### config.mk
export PLATFORM = sky130hd
export DESIGN_NAME = mem_arbiter
export DESIGN_NICKNAME = d
export VERILOG_FILES = /design/src/rtl/mem_arbiter.sv
export SDC_FILE = /design/constraint.sdc
export NUM_CORES = 1
export LEC_CHECK = 0
export CAP_MARGIN = 20
export CORE_MARGIN = 8
export CORE_UTILIZATION = 36
export CTS_CLUSTER_SIZE = 16
export DETAILED_ROUTE_END_ITERATION = 10
export GPL_ROUTABILITY_DRIVEN = 0
export HOLD_SLACK_MARGIN = 0.12
export PLACE_DENSITY = 0.76
export SKIP_CTS_REPAIR_TIMING = 1
export SYNTH_ARGS = -nofsm -noshare
export SYNTH_HDL_FRONTEND = slang
export SYNTH_SLANG_ARGS = --single-unit
### constraint.sdc
create_clock -name clk -period 1.35 [get_ports clk]
set_clock_uncertainty 0.05 [all_clocks]
set_input_delay 0.2025 -clock clk [delete_from_list [all_inputs] [get_ports clk]]
set_output_delay 0.2025 -clock clk [all_outputs]
set_load 0.1 [all_outputs]
### src/rtl/mem_arbiter.sv
// Shares one single-port memory between instruction fetch (read) and data (read/write); ARB_ROUND_ROBIN_EN selects round-robin arbitration.
// state | meaning: IDLE sample requests | CMD one-cycle memory strobe | WAIT read latency | RESP owner ack
module mem_arbiter #(
    parameter int ADDR_W = 14,
    parameter int DATA_W = 32,
    parameter int RD_LAT = 1
) (
    input  logic              clk,
    input  logic              rst,
    input  logic              instReq,
    input  logic [ADDR_W-1:0] instAddr,
    output logic [DATA_W-1:0] instData,
    output logic              instAck,
    output logic              instStall,
    input  logic              dataRd,
    input  logic              dataWr,
    input  logic [ADDR_W-1:0] dataAddr,
    input  logic [DATA_W-1:0] dataWrData,
    output logic [DATA_W-1:0] dataRdData,
    output logic              dataAck,
    output logic              dataStall,
    output logic [ADDR_W-1:0] memAddr,
    output logic              memRd,
    output logic              memWr,
    output logic [DATA_W-1:0] memWrData,
    input  logic [DATA_W-1:0] memRdData
);

    localparam int CNT_W = (RD_LAT > 1) ? $clog2(RD_LAT + 1) : 1;

    typedef enum logic [1:0] {
        IDLE = 2'd0,
        CMD  = 2'd1,
        WAIT = 2'd2,
        RESP = 2'd3
    } state_t;

    state_t            state;
    state_t            state_nxt;

    logic              owner_data;
    logic              op_wr;
    logic [ADDR_W-1:0] addr_q;
    logic [DATA_W-1:0] wdata_q;
    logic [CNT_W-1:0]  cnt;
    logic [DATA_W-1:0] inst_rdata;
    logic [DATA_W-1:0] data_rdata;

    logic              data_req;
    logic              grant_any;
    logic              grant_data;
    logic              grant;
    logic              capture;

    assign data_req  = dataRd | dataWr;
    assign grant_any = instReq | data_req;
    assign grant     = (state == IDLE) && grant_any;
    assign capture   = (state == WAIT) && (cnt == CNT_W'(1));

`ifdef ARB_ROUND_ROBIN_EN
    // last_data = 1 when the previous grant went to the data port
    logic last_data;

    assign grant_data = data_req & (~instReq | ~last_data);

    always_ff @(posedge clk) begin
        if (!rst) begin
            last_data <= 1'b0;
        end else if (grant) begin
            last_data <= grant_data;
        end
    end
`else
    assign grant_data = data_req;
`endif

    always_ff @(posedge clk) begin
        if (!rst) begin
            state <= IDLE;
        end else begin
            state <= state_nxt;
        end
    end

    always_comb begin
        state_nxt = state;
        case (state)
            IDLE: begin
                if (grant_any) begin
                    state_nxt = CMD;
                end
            end
            CMD: begin
                state_nxt = op_wr ? IDLE : WAIT;
            end
            WAIT: begin
                if (capture) begin
                    state_nxt = RESP;
                end
            end
            RESP: begin
                state_nxt = IDLE;
            end
            default: begin
                state_nxt = IDLE;
            end
        endcase
    end

    // A simultaneous read and write from the data port collapses to the write
    always_ff @(posedge clk) begin
        if (!rst) begin
            owner_data <= 1'b0;
            op_wr      <= 1'b0;
            addr_q     <= '0;
            wdata_q    <= '0;
        end else if (grant) begin
            owner_data <= grant_data;
            op_wr      <= grant_data & dataWr;
            addr_q     <= grant_data ? dataAddr : instAddr;
            if (grant_data) begin
                wdata_q <= dataWrData;
            end
        end
    end

    always_ff @(posedge clk) begin
        if (!rst) begin
            cnt <= '0;
        end else if ((state == CMD) && !op_wr) begin
            cnt <= CNT_W'(RD_LAT);
        end else if ((state == WAIT) && (cnt != '0)) begin
            cnt <= cnt - CNT_W'(1);
        end
    end

    always_ff @(posedge clk) begin
        if (!rst) begin
            inst_rdata <= '0;
            data_rdata <= '0;
        end else if (capture) begin
            if (owner_data) begin
                data_rdata <= memRdData;
            end else begin
                inst_rdata <= memRdData;
            end
        end
    end

    always_comb begin
        memRd   = 1'b0;
        memWr   = 1'b0;
        instAck = 1'b0;
        dataAck = 1'b0;
        case (state)
            CMD: begin
                memRd   = ~op_wr;
                memWr   = op_wr;
                dataAck = op_wr;
            end
            RESP: begin
                instAck = ~owner_data;
                dataAck = owner_data;
            end
            default: begin
                memRd = 1'b0;
            end
        endcase
    end

    assign memAddr    = addr_q;
    assign memWrData  = wdata_q;
    assign instData   = inst_rdata;
    assign dataRdData = data_rdata;
    assign instStall  = instReq & ~instAck;
    assign dataStall  = data_req & ~dataAck;

endmodule
==> flow_summary.json, run 1 <==
{
  "worst_pin_slew_ns": 0.551,
  "seqPwrFrac_pct": 34.3,
  "status": "finished with violations",
  "slew-limit-headroom_pct": 63.3,
  "grt_pass1_vias": 4576,
  "grt_setup_unrepaired": "yes",
  "htreeDepth": 4,
  "dp.cells": 836,
  "layout_commonest_cell": "buf_12",
  "ir_drop_mv": 0.651,
  "p_switching_uw": 3800,
  "cts_root_buf": "clkbuf_16",
  "holdCritPathClass": "in2reg",
  "pwr-share-comb_pct": 30.9,
  "hold_viol": 0,
  "route.detailed.drc": 0,
  "leakagePower_uw": 0.00327,
  "ioPinCount": 213,
  "die_x_um": 125,
  "wl_met2_mm": 7.87,
  "instances_no_fill": 874,
  "vias": 4586,
  "grt_overflow": 0,
  "power_density_nw_per_um2": 1320,
  "antenna_found_initial": 1,
  "syn_nets": 606,
  "postSynthAreaPerCell_sq_um": 8.47,
  "die_h_um": 125,
  "rows": 40,
  "syn_inst": 509,
  "grt_usage_pct": 19.5,
  "wl_met3_mm": 1.81,
  "ys_ff_latch": 115,
  "clk_latency_ns": 0.41,
  "async_reset_ff_share_pct": 0,
  "grt_max_degree": 100,
  "end_kind": "primary output",
  "grt_pass1_wl_mm": 24.5,
  "intPower_uw": 7500,
  "critPathArrivalTime_ns": 1.39,
  "cts_tree": "done",
  "start_util_pct": 36.3,
  "drv_cap": 0,
  "clkPwrFrac_pct": 34.8,
  "min_period_ns": 1.65,
  "dpl.hpwl_mm": 11.4,
  "synth_ff_type": "dfxtp_1",
  "routed_wirelength_mm": 16.1,
  "fillCellCount": 839,
  "regArea_sq_um": 2370,
  "port_buffers": 212,
  "setup_viol": 46,
  "seq_area_frac_synth_pct": 53.4,
  "final_cell_mix": "buf_12 (121), nand3_1 (96), clkdlybuf4s50_1 (95)",
  "cts.clk_slew.worst_paths_ns": 0.05,
  "n_antenna_cell": 0,
  "area_growth_pct": 98.2,
  "cts_sinks": 115,
  "crit_fanout": 4,
  "cp_slowest_stage_delay_ns": 0.38,
  "final.period_utilization_pct": 122,
  "core_area_sq_um": 11900,
  "holdWs_ns": 0.245,
  "wl_met1_mm": 6.01,
  "ys_warn_count": 0,
  "drtIter0Drc": 324,
  "multi_input_area_sq_um": 1870,
  "hp-start": "rst",
  "synthesis.area_sq_um": 4310,
  "path_cells": "buf_6, nand2_4, nor2_4, nor2b_4, buf_12",
  "max_freq_mhz": 607,
  "cp_slowest_cell": "dfxtp_4",
  "yosysUniqueCellTypes": 26,
  "drive_gt1_share_pct": 34.1,
  "cts.path.max_buffers": 2,
  "maxSlewViolCount": 0,
  "top_layer_used": "met5",
  "setup_slack_ns": -0.297,
  "fin_nets": 813,
  "ant_nets": 0,
  "startpoint_type": "flip-flop",
  "wl_per_cell_um": 18.4,
  "required_ns": 1.10,
  "violations": "setup timing",
  "viasPerCell": 5.25,
  "first_pass_iters": 5,
  "cts_buffers": 17,
  "dieArea_sq_um": 15700,
  "switching_share_pct": 33.6,
  "criticalPathCategory": "reg2out",
  "total_power_uw": 11300,
  "setup-tns-final_ns": -7.72,
  "synth_edf_count": 0
}
-- worst max-delay path, delay by kind of cell, from the launching register on --
kind          cells  cell delay (ns)
simple gates      3             0.31
flops             1             0.38
buf+inv           2             0.30
-- cell families (layout without fill, tap and decap cells) --
group           count (synthesis)  after routing  share of synthesized area, %
compound gates                158            158                          20.8
mux                             3              3                         0.697
buf+inv                        54            271                          5.63
flops                         115            115                          53.4
simple gates                  179            180                          19.4
-- metrics by stage --
stage               util (%)  setup WS (ns)  area [sq um]
floorplan                  -         -0.294          4430
finish                  72.0         -0.297          8540
CTS                     70.9         -0.429          8410
global route            72.0         -0.343          8540
global placement        66.5         -0.302          7880
detailed placement      66.5         -0.370          7880
-- cells in the mapped netlist, types with 2 or more instances --
library cell,number,area [sq um]
or2_2,2,12.5
mux2i_1,3,30.0
a21oi_1,47,235
nand2_1,64,240
nand3_1,96,480
o21ai_0,96,480
buf_2,13,65.1
clkbuf_1,31,116
nor2b_1,3,18.8
dfxtp_1,115,2300
nor2_1,6,22.5
a311oi_2,8,120
buf_1,7,26.3
a311oi_1,6,52.6
-- per-layer routing --
metal  global-route usage, %  vias up
li1                        -     2210
met1                    19.8     2140
met2                    33.0      203
met3                    10.2       31
met4                    8.31        2
met5                       0        -
-- flip-flops by register name, indices dropped and copies added (netlist names), named ones only --
| register | cells |
|---|---|
| op_wr | 1 |
| cnt | 1 |
| dataRdData | 32 |
| memWrData | 32 |
| memAddr | 14 |
| instData | 32 |
| owner_data | 1 |
| state | 1 |
-- power groups by stage --
| stage | Combinational (uW) | Clock, uW | Sequential [uW] |
|---|---|---|---|
| finish | 3490 | 3930 | 3880 |
| global route | 3620 | 4150 | 3900 |
| CTS | 3420 | 4010 | 3870 |
| detailed placement | 3410 | 0 | 3940 |
| global placement | 3360 | 0 | 3920 |
| floorplan | 820 | 0 | 5110 |
-- worst paths after layout --
path / to / cells after the start / slack (ns)
worst max-delay path: instStall / 5 / -0.30
worst min-delay path: memWrData[8] / 3 / 0.25
worst max register to register: memWrData[30] / 4 / -0.24
worst min register to register: memWrData[13] / 2 / 0.44
-- area by class of cell --
class	instances	area share [%]
multi-input cells	341	21.9
flip-flops and latches	115	27.7
well taps	147	2.15
clock inverters	6	0.352
clock buffers	24	5.76
inverters	1	0.0439
repair buffers	240	42.1
No activity file was read; power rests on OpenSTA's default activity.
==> run 2: changes to the inputs <==
--- a/config.mk
+++ b/config.mk
@@ -6,12 +6,12 @@
 export NUM_CORES = 1
 export LEC_CHECK = 0
 export CAP_MARGIN = 20
-export CORE_MARGIN = 8
+export CORE_MARGIN = 2
 export CORE_UTILIZATION = 36
 export CTS_CLUSTER_SIZE = 16
 export DETAILED_ROUTE_END_ITERATION = 10
 export GPL_ROUTABILITY_DRIVEN = 0
-export HOLD_SLACK_MARGIN = 0.12
+export HOLD_SLACK_MARGIN = 0.15
 export PLACE_DENSITY = 0.76
 export SKIP_CTS_REPAIR_TIMING = 1
 export SYNTH_ARGS = -nofsm -noshare
==> flow_summary.json, run 2 (synthesis gave the netlist of run 1 again) <==
{
  "htreeDepth": 4,
  "cp_slowest_stage_delay_ns": 0.47,
  "layout_commonest_cell": "buf_12",
  "drtIter0Drc": 471,
  "clk_latency_ns": 0.40,
  "dpl.hpwl_mm": 10.8,
  "dieArea_sq_um": 12900,
  "grt_pass1_wl_mm": 24.3,
  "status": "finished with violations",
  "critPathArrivalTime_ns": 1.48,
  "ant_nets": 0,
  "cts_root_buf": "clkbuf_16",
  "drv_cap": 0,
  "postPlaceCellArea_sq_um": 7910,
  "die_x_um": 113,
  "first_pass_iters": 5,
  "ioPinCount": 213,
  "max_freq_mhz": 578,
  "area_growth_pct": 117,
  "required_ns": 1.10,
  "wl_per_cell_um": 21.9,
  "cp_slowest_cell": "clkdlybuf4s50_1",
  "dp.cells": 834,
  "cts_sinks": 115,
  "routed_wirelength_mm": 19.6,
  "r2r_setup_slack_ns": -0.17,
  "rows": 39,
  "maxSlewViolCount": 0,
  "core_area_sq_um": 11600,
  "holdCritPathClass": "in2reg",
  "crit_fanout": 4,
  "start_util_pct": 37.3,
  "instances_no_fill": 895,
  "slew-limit-headroom_pct": 71.2,
  "leakagePower_uw": 0.00355,
  "power_density_nw_per_um2": 1380,
  "grt_pass1_vias": 4827,
  "crit_buf_inv": 4,
  "worst_pin_slew_ns": 0.430,
  "end_kind": "primary output",
  "cts_buffers": 17,
  "path_cells": "clkdlybuf4s50_1, buf_4, nor2_4, buf_4, nor2_4, buf_12",
  "min_period_ns": 1.73,
  "multi_input_area_sq_um": 2230,
  "antenna_found_initial": 0,
  "fillCellCount": 619,
  "cp_top_family": "buffers and inverters",
  "die_h_um": 113,
  "viasPerCell": 5.73,
  "setup_slack_ns": -0.380,
  "stdcell_area_sq_um": 9350,
  "vias": 5125,
  "cts_tree": "done",
  "grt_max_degree": 72,
  "fin_nets": 836,
  "final.period_utilization_pct": 128,
  "route.detailed.drc": 0,
  "setup_viol": 100,
  "cts.clk_slew.worst_paths_ns": 0.06,
  "violations": "setup timing",
  "grt_overflow": 0,
  "grt_usage_pct": 23.7,
  "final_cell_mix": "buf_12 (124), clkdlybuf4s50_1 (95), nand3_1 (80)",
  "regArea_sq_um": 2370,
  "criticalPathCategory": "in2out",
  "ir_drop_mv": 0.698,
  "hold_viol": 0,
  "n_antenna_cell": 0,
  "cts.path.max_buffers": 2,
  "port_buffers": 212,
  "startpoint_type": "input pin",
  "grt_setup_unrepaired": "yes",
  "drive_gt1_share_pct": 44.0
}
[run 2: cell count changes in the layout (fill, tap and decap cells not counted), moves of 8 or more]
| cell | previous run | this run |
|---|---|---|
| a21oi_1 | 47 | 22 |
| a21oi_2 | 0 | 25 |
| o21ai_0 | 91 | 67 |
| nand3_1 | 96 | 80 |
| o21ai_2 | 0 | 14 |
| nand3_4 | 0 | 10 |
| o21ai_1 | 5 | 15 |
| clkbuf_16 | 18 | 26 |
[run 2: final cells by class]
type,count,share of cell area (%)
Timing Repair Buffer,259,42.1
Multi-Input combinational cell,345,23.8
Clock inverter,12,1.91
Tap cell,143,1.91
Clock buffer,20,4.88
Inverter,1,0.0401
Sequential cell,115,25.3
[run 2: per-stage QoR]
stage	TNS (ns)	worst slack, ns	util (%)	power, uW	hold WS (ns)
2_1_floorplan	-1.82	-0.294	-	5930	0.293
3_3_place_gp	-13.24	-0.321	68.4	7280	0.433
4_1_cts	-10.22	-0.496	73.9	12100	0.176
5_1_grt	-16.09	-0.394	80.8	13200	0.166
3_5_place_dp	-15.93	-0.434	68.4	7360	0.442
6_report	-10.10	-0.380	80.8	12900	0.171
[run 2: per-layer routing]
| metal | wire, um | up-vias | GRT usage [%] |
|---|---|---|---|
| met5 | 0 | - | 0 |
| met4 | 478 | 0 | 8.86 |
| met3 | 1740 | 43 | 8.66 |
| met2 | 10100 | 302 | 40.9 |
| met1 | 7360 | 2511 | 26.7 |
| li1 | - | 2269 | - |
[run 2: worst reg2reg max path, delay by kind of cell, from the launching register on]
kind | cells | cell delay, ns
flip-flops | 1 | 0.37
AO/OA/AOI/OAI | 2 | 0.43
AND/OR/NAND/NOR | 1 | 0.12
buffers and inverters | 3 | 0.39
[run 2: report_power, final]
group          internal (uW)  switching (uW)  total, uW
combinational           1670            2450       4110
clock                   3190            1640       4830
sequential              3640             273       3920
[run 2: final timing paths]
| check | from | to | cells past startpoint |
|---|---|---|---|
| worst min register to register | memWrData[1] | memWrData[1] | 2 |
| worst max-delay path | dataWr | dataStall | 6 |
| worst max register to register | flip-flop | memAddr[0] | 6 |
| worst min-delay path | rst | memWrData[1] | 3 |
==> run 3: changes to the inputs <==
--- a/config.mk
+++ b/config.mk
@@ -8,7 +8,6 @@
 export CAP_MARGIN = 20
 export CORE_MARGIN = 2
 export CORE_UTILIZATION = 36
-export CTS_CLUSTER_SIZE = 16
 export DETAILED_ROUTE_END_ITERATION = 10
 export GPL_ROUTABILITY_DRIVEN = 0
 export HOLD_SLACK_MARGIN = 0.15
==> constraint.sdc (replaced) <==
create_clock -name clk -period 1.35 [get_ports clk]
set_clock_uncertainty 0.05 [all_clocks]
set_input_delay 0.2025 -clock clk [delete_from_list [all_inputs] [get_ports clk]]
set_output_delay 0.2025 -clock clk [all_outputs]
set_load 0.02 [all_outputs]
==> flow_summary.json, run 3 (synthesis gave the netlist of run 1 again) <==
{
  "clk_latency_ns": 0.41,
  "total_power_uw": 10900,
  "core_area_sq_um": 11600,
  "dpl.hpwl_mm": 9.45,
  "cts_root_buf": "clkbuf_16",
  "htreeDepth": 4,
  "max_freq_mhz": 604,
  "cts_tree": "done",
  "ant_nets": 0,
  "final.period_utilization_pct": 123,
  "vias": 4990,
  "start_util_pct": 37.3,
  "grt_max_degree": 65,
  "cts_sinks": 115,
  "drtIter0Drc": 479,
  "grt_usage_pct": 21.7,
  "leakagePower_uw": 0.00493,
  "hold_viol": 0,
  "setup_viol": 117,
  "grt_overflow": 0,
  "route.detailed.drc": 0,
  "ioPinCount": 213,
  "instances_no_fill": 897,
  "crit_fanout": 3,
  "fillCellCount": 726,
  "violations": "setup timing",
  "status": "finished with violations",
  "cts_buffers": 17,
  "drive_gt1_share_pct": 30.2,
  "multi_input_area_sq_um": 2360,
  "layout_commonest_cell": "dfxtp_1",
  "n_antenna_cell": 0,
  "rows": 39,
  "final_core_util_pct": 75.7,
  "first_pass_iters": 6,
  "regArea_sq_um": 2310,
  "startpoint_type": "flip-flop",
  "die_x_um": 113,
  "dieArea_sq_um": 12900,
  "cts.clk_slew.worst_paths_ns": 0.06,
  "viasPerCell": 5.56,
  "min_period_ns": 1.65,
  "grt_pass1_vias": 4511,
  "routed_wirelength_mm": 18.8,
  "ir_drop_mv": 0.860,
  "wl_per_cell_um": 21.0,
  "critPathArrivalTime_ns": 1.40,
  "dp.cells": 832,
  "worst_pin_slew_ns": 0.518,
  "drv_cap": 0,
  "die_h_um": 113,
  "power_density_nw_per_um2": 1250,
  "slew-limit-headroom_pct": 65.4,
  "port_buffers": 212,
  "holdCritPathClass": "in2reg",
  "fin_nets": 838,
  "end_kind": "primary output",
  "criticalPathCategory": "reg2out",
  "antenna_found_initial": 0,
  "holdWs_ns": 0.210,
  "required_ns": 1.10,
  "setup_slack_ns": -0.305,
  "cts.path.max_buffers": 2,
  "grt_setup_unrepaired": "yes",
  "final_cell_mix": "dfxtp_1 (111), dlymetal6s2s_1 (109), clkdlybuf4s50_1 (95)",
  "maxSlewViolCount": 0,
  "area_growth_pct": 103,
  "grt_pass1_wl_mm": 22.1
}
## run 3: cell type report
type                            count  share of cell area, %
Multi-Input combinational cell    341                   26.9
Timing Repair Buffer              265                   37.5
Clock buffer                       20                   5.33
Tap cell                          143                   2.04
Sequential cell                   115                   26.4
Inverter                            1                 0.0429
Clock inverter                     12                   1.76
## run 3: metal layers
metal	wire [um]	track usage [%]	part of all wire, %
met5	0	0	0
met4	604	10.2	3.2
met2	9620	35.8	51
met3	1550	8.61	8.3
met1	7010	24.8	37
## run 3: path summary, 6_finish.rpt
check,end,start,slack [ns],depth (start not counted)
min,dataRdData[1],rst,0.21,4
max,dataStall,flip-flop,-0.30,4
min reg2reg,memWrData[23],memWrData[23],0.40,2
max reg2reg,memAddr[0],flip-flop,-0.24,7
## run 3: metrics by stage
stage / setup WS [ns] / setup TNS, ns / area [sq um]
after floorplan: -0.0595 / -0.501 / 4320
after global placement: -0.408 / -16.34 / 6630
after detailed placement: -0.412 / -17.50 / 6630
after CTS: -0.808 / -38.76 / 7250
after global routing: -0.372 / -19.62 / 8750
final: -0.305 / -13.54 / 8750
## run 3: where the power goes
part | switching [uW] | internal [uW]
combinational | 1230 | 1270
sequential | 160 | 3610
clock | 1630 | 3040
total | 3020 | 7920
## run 3: critical path: stages, from the launching register on
cell,delay [ns]
dfxtp_4,0.36
mux2i_1,0.24
nor2b_2,0.10
nor2_1,0.14
buf_4,0.16
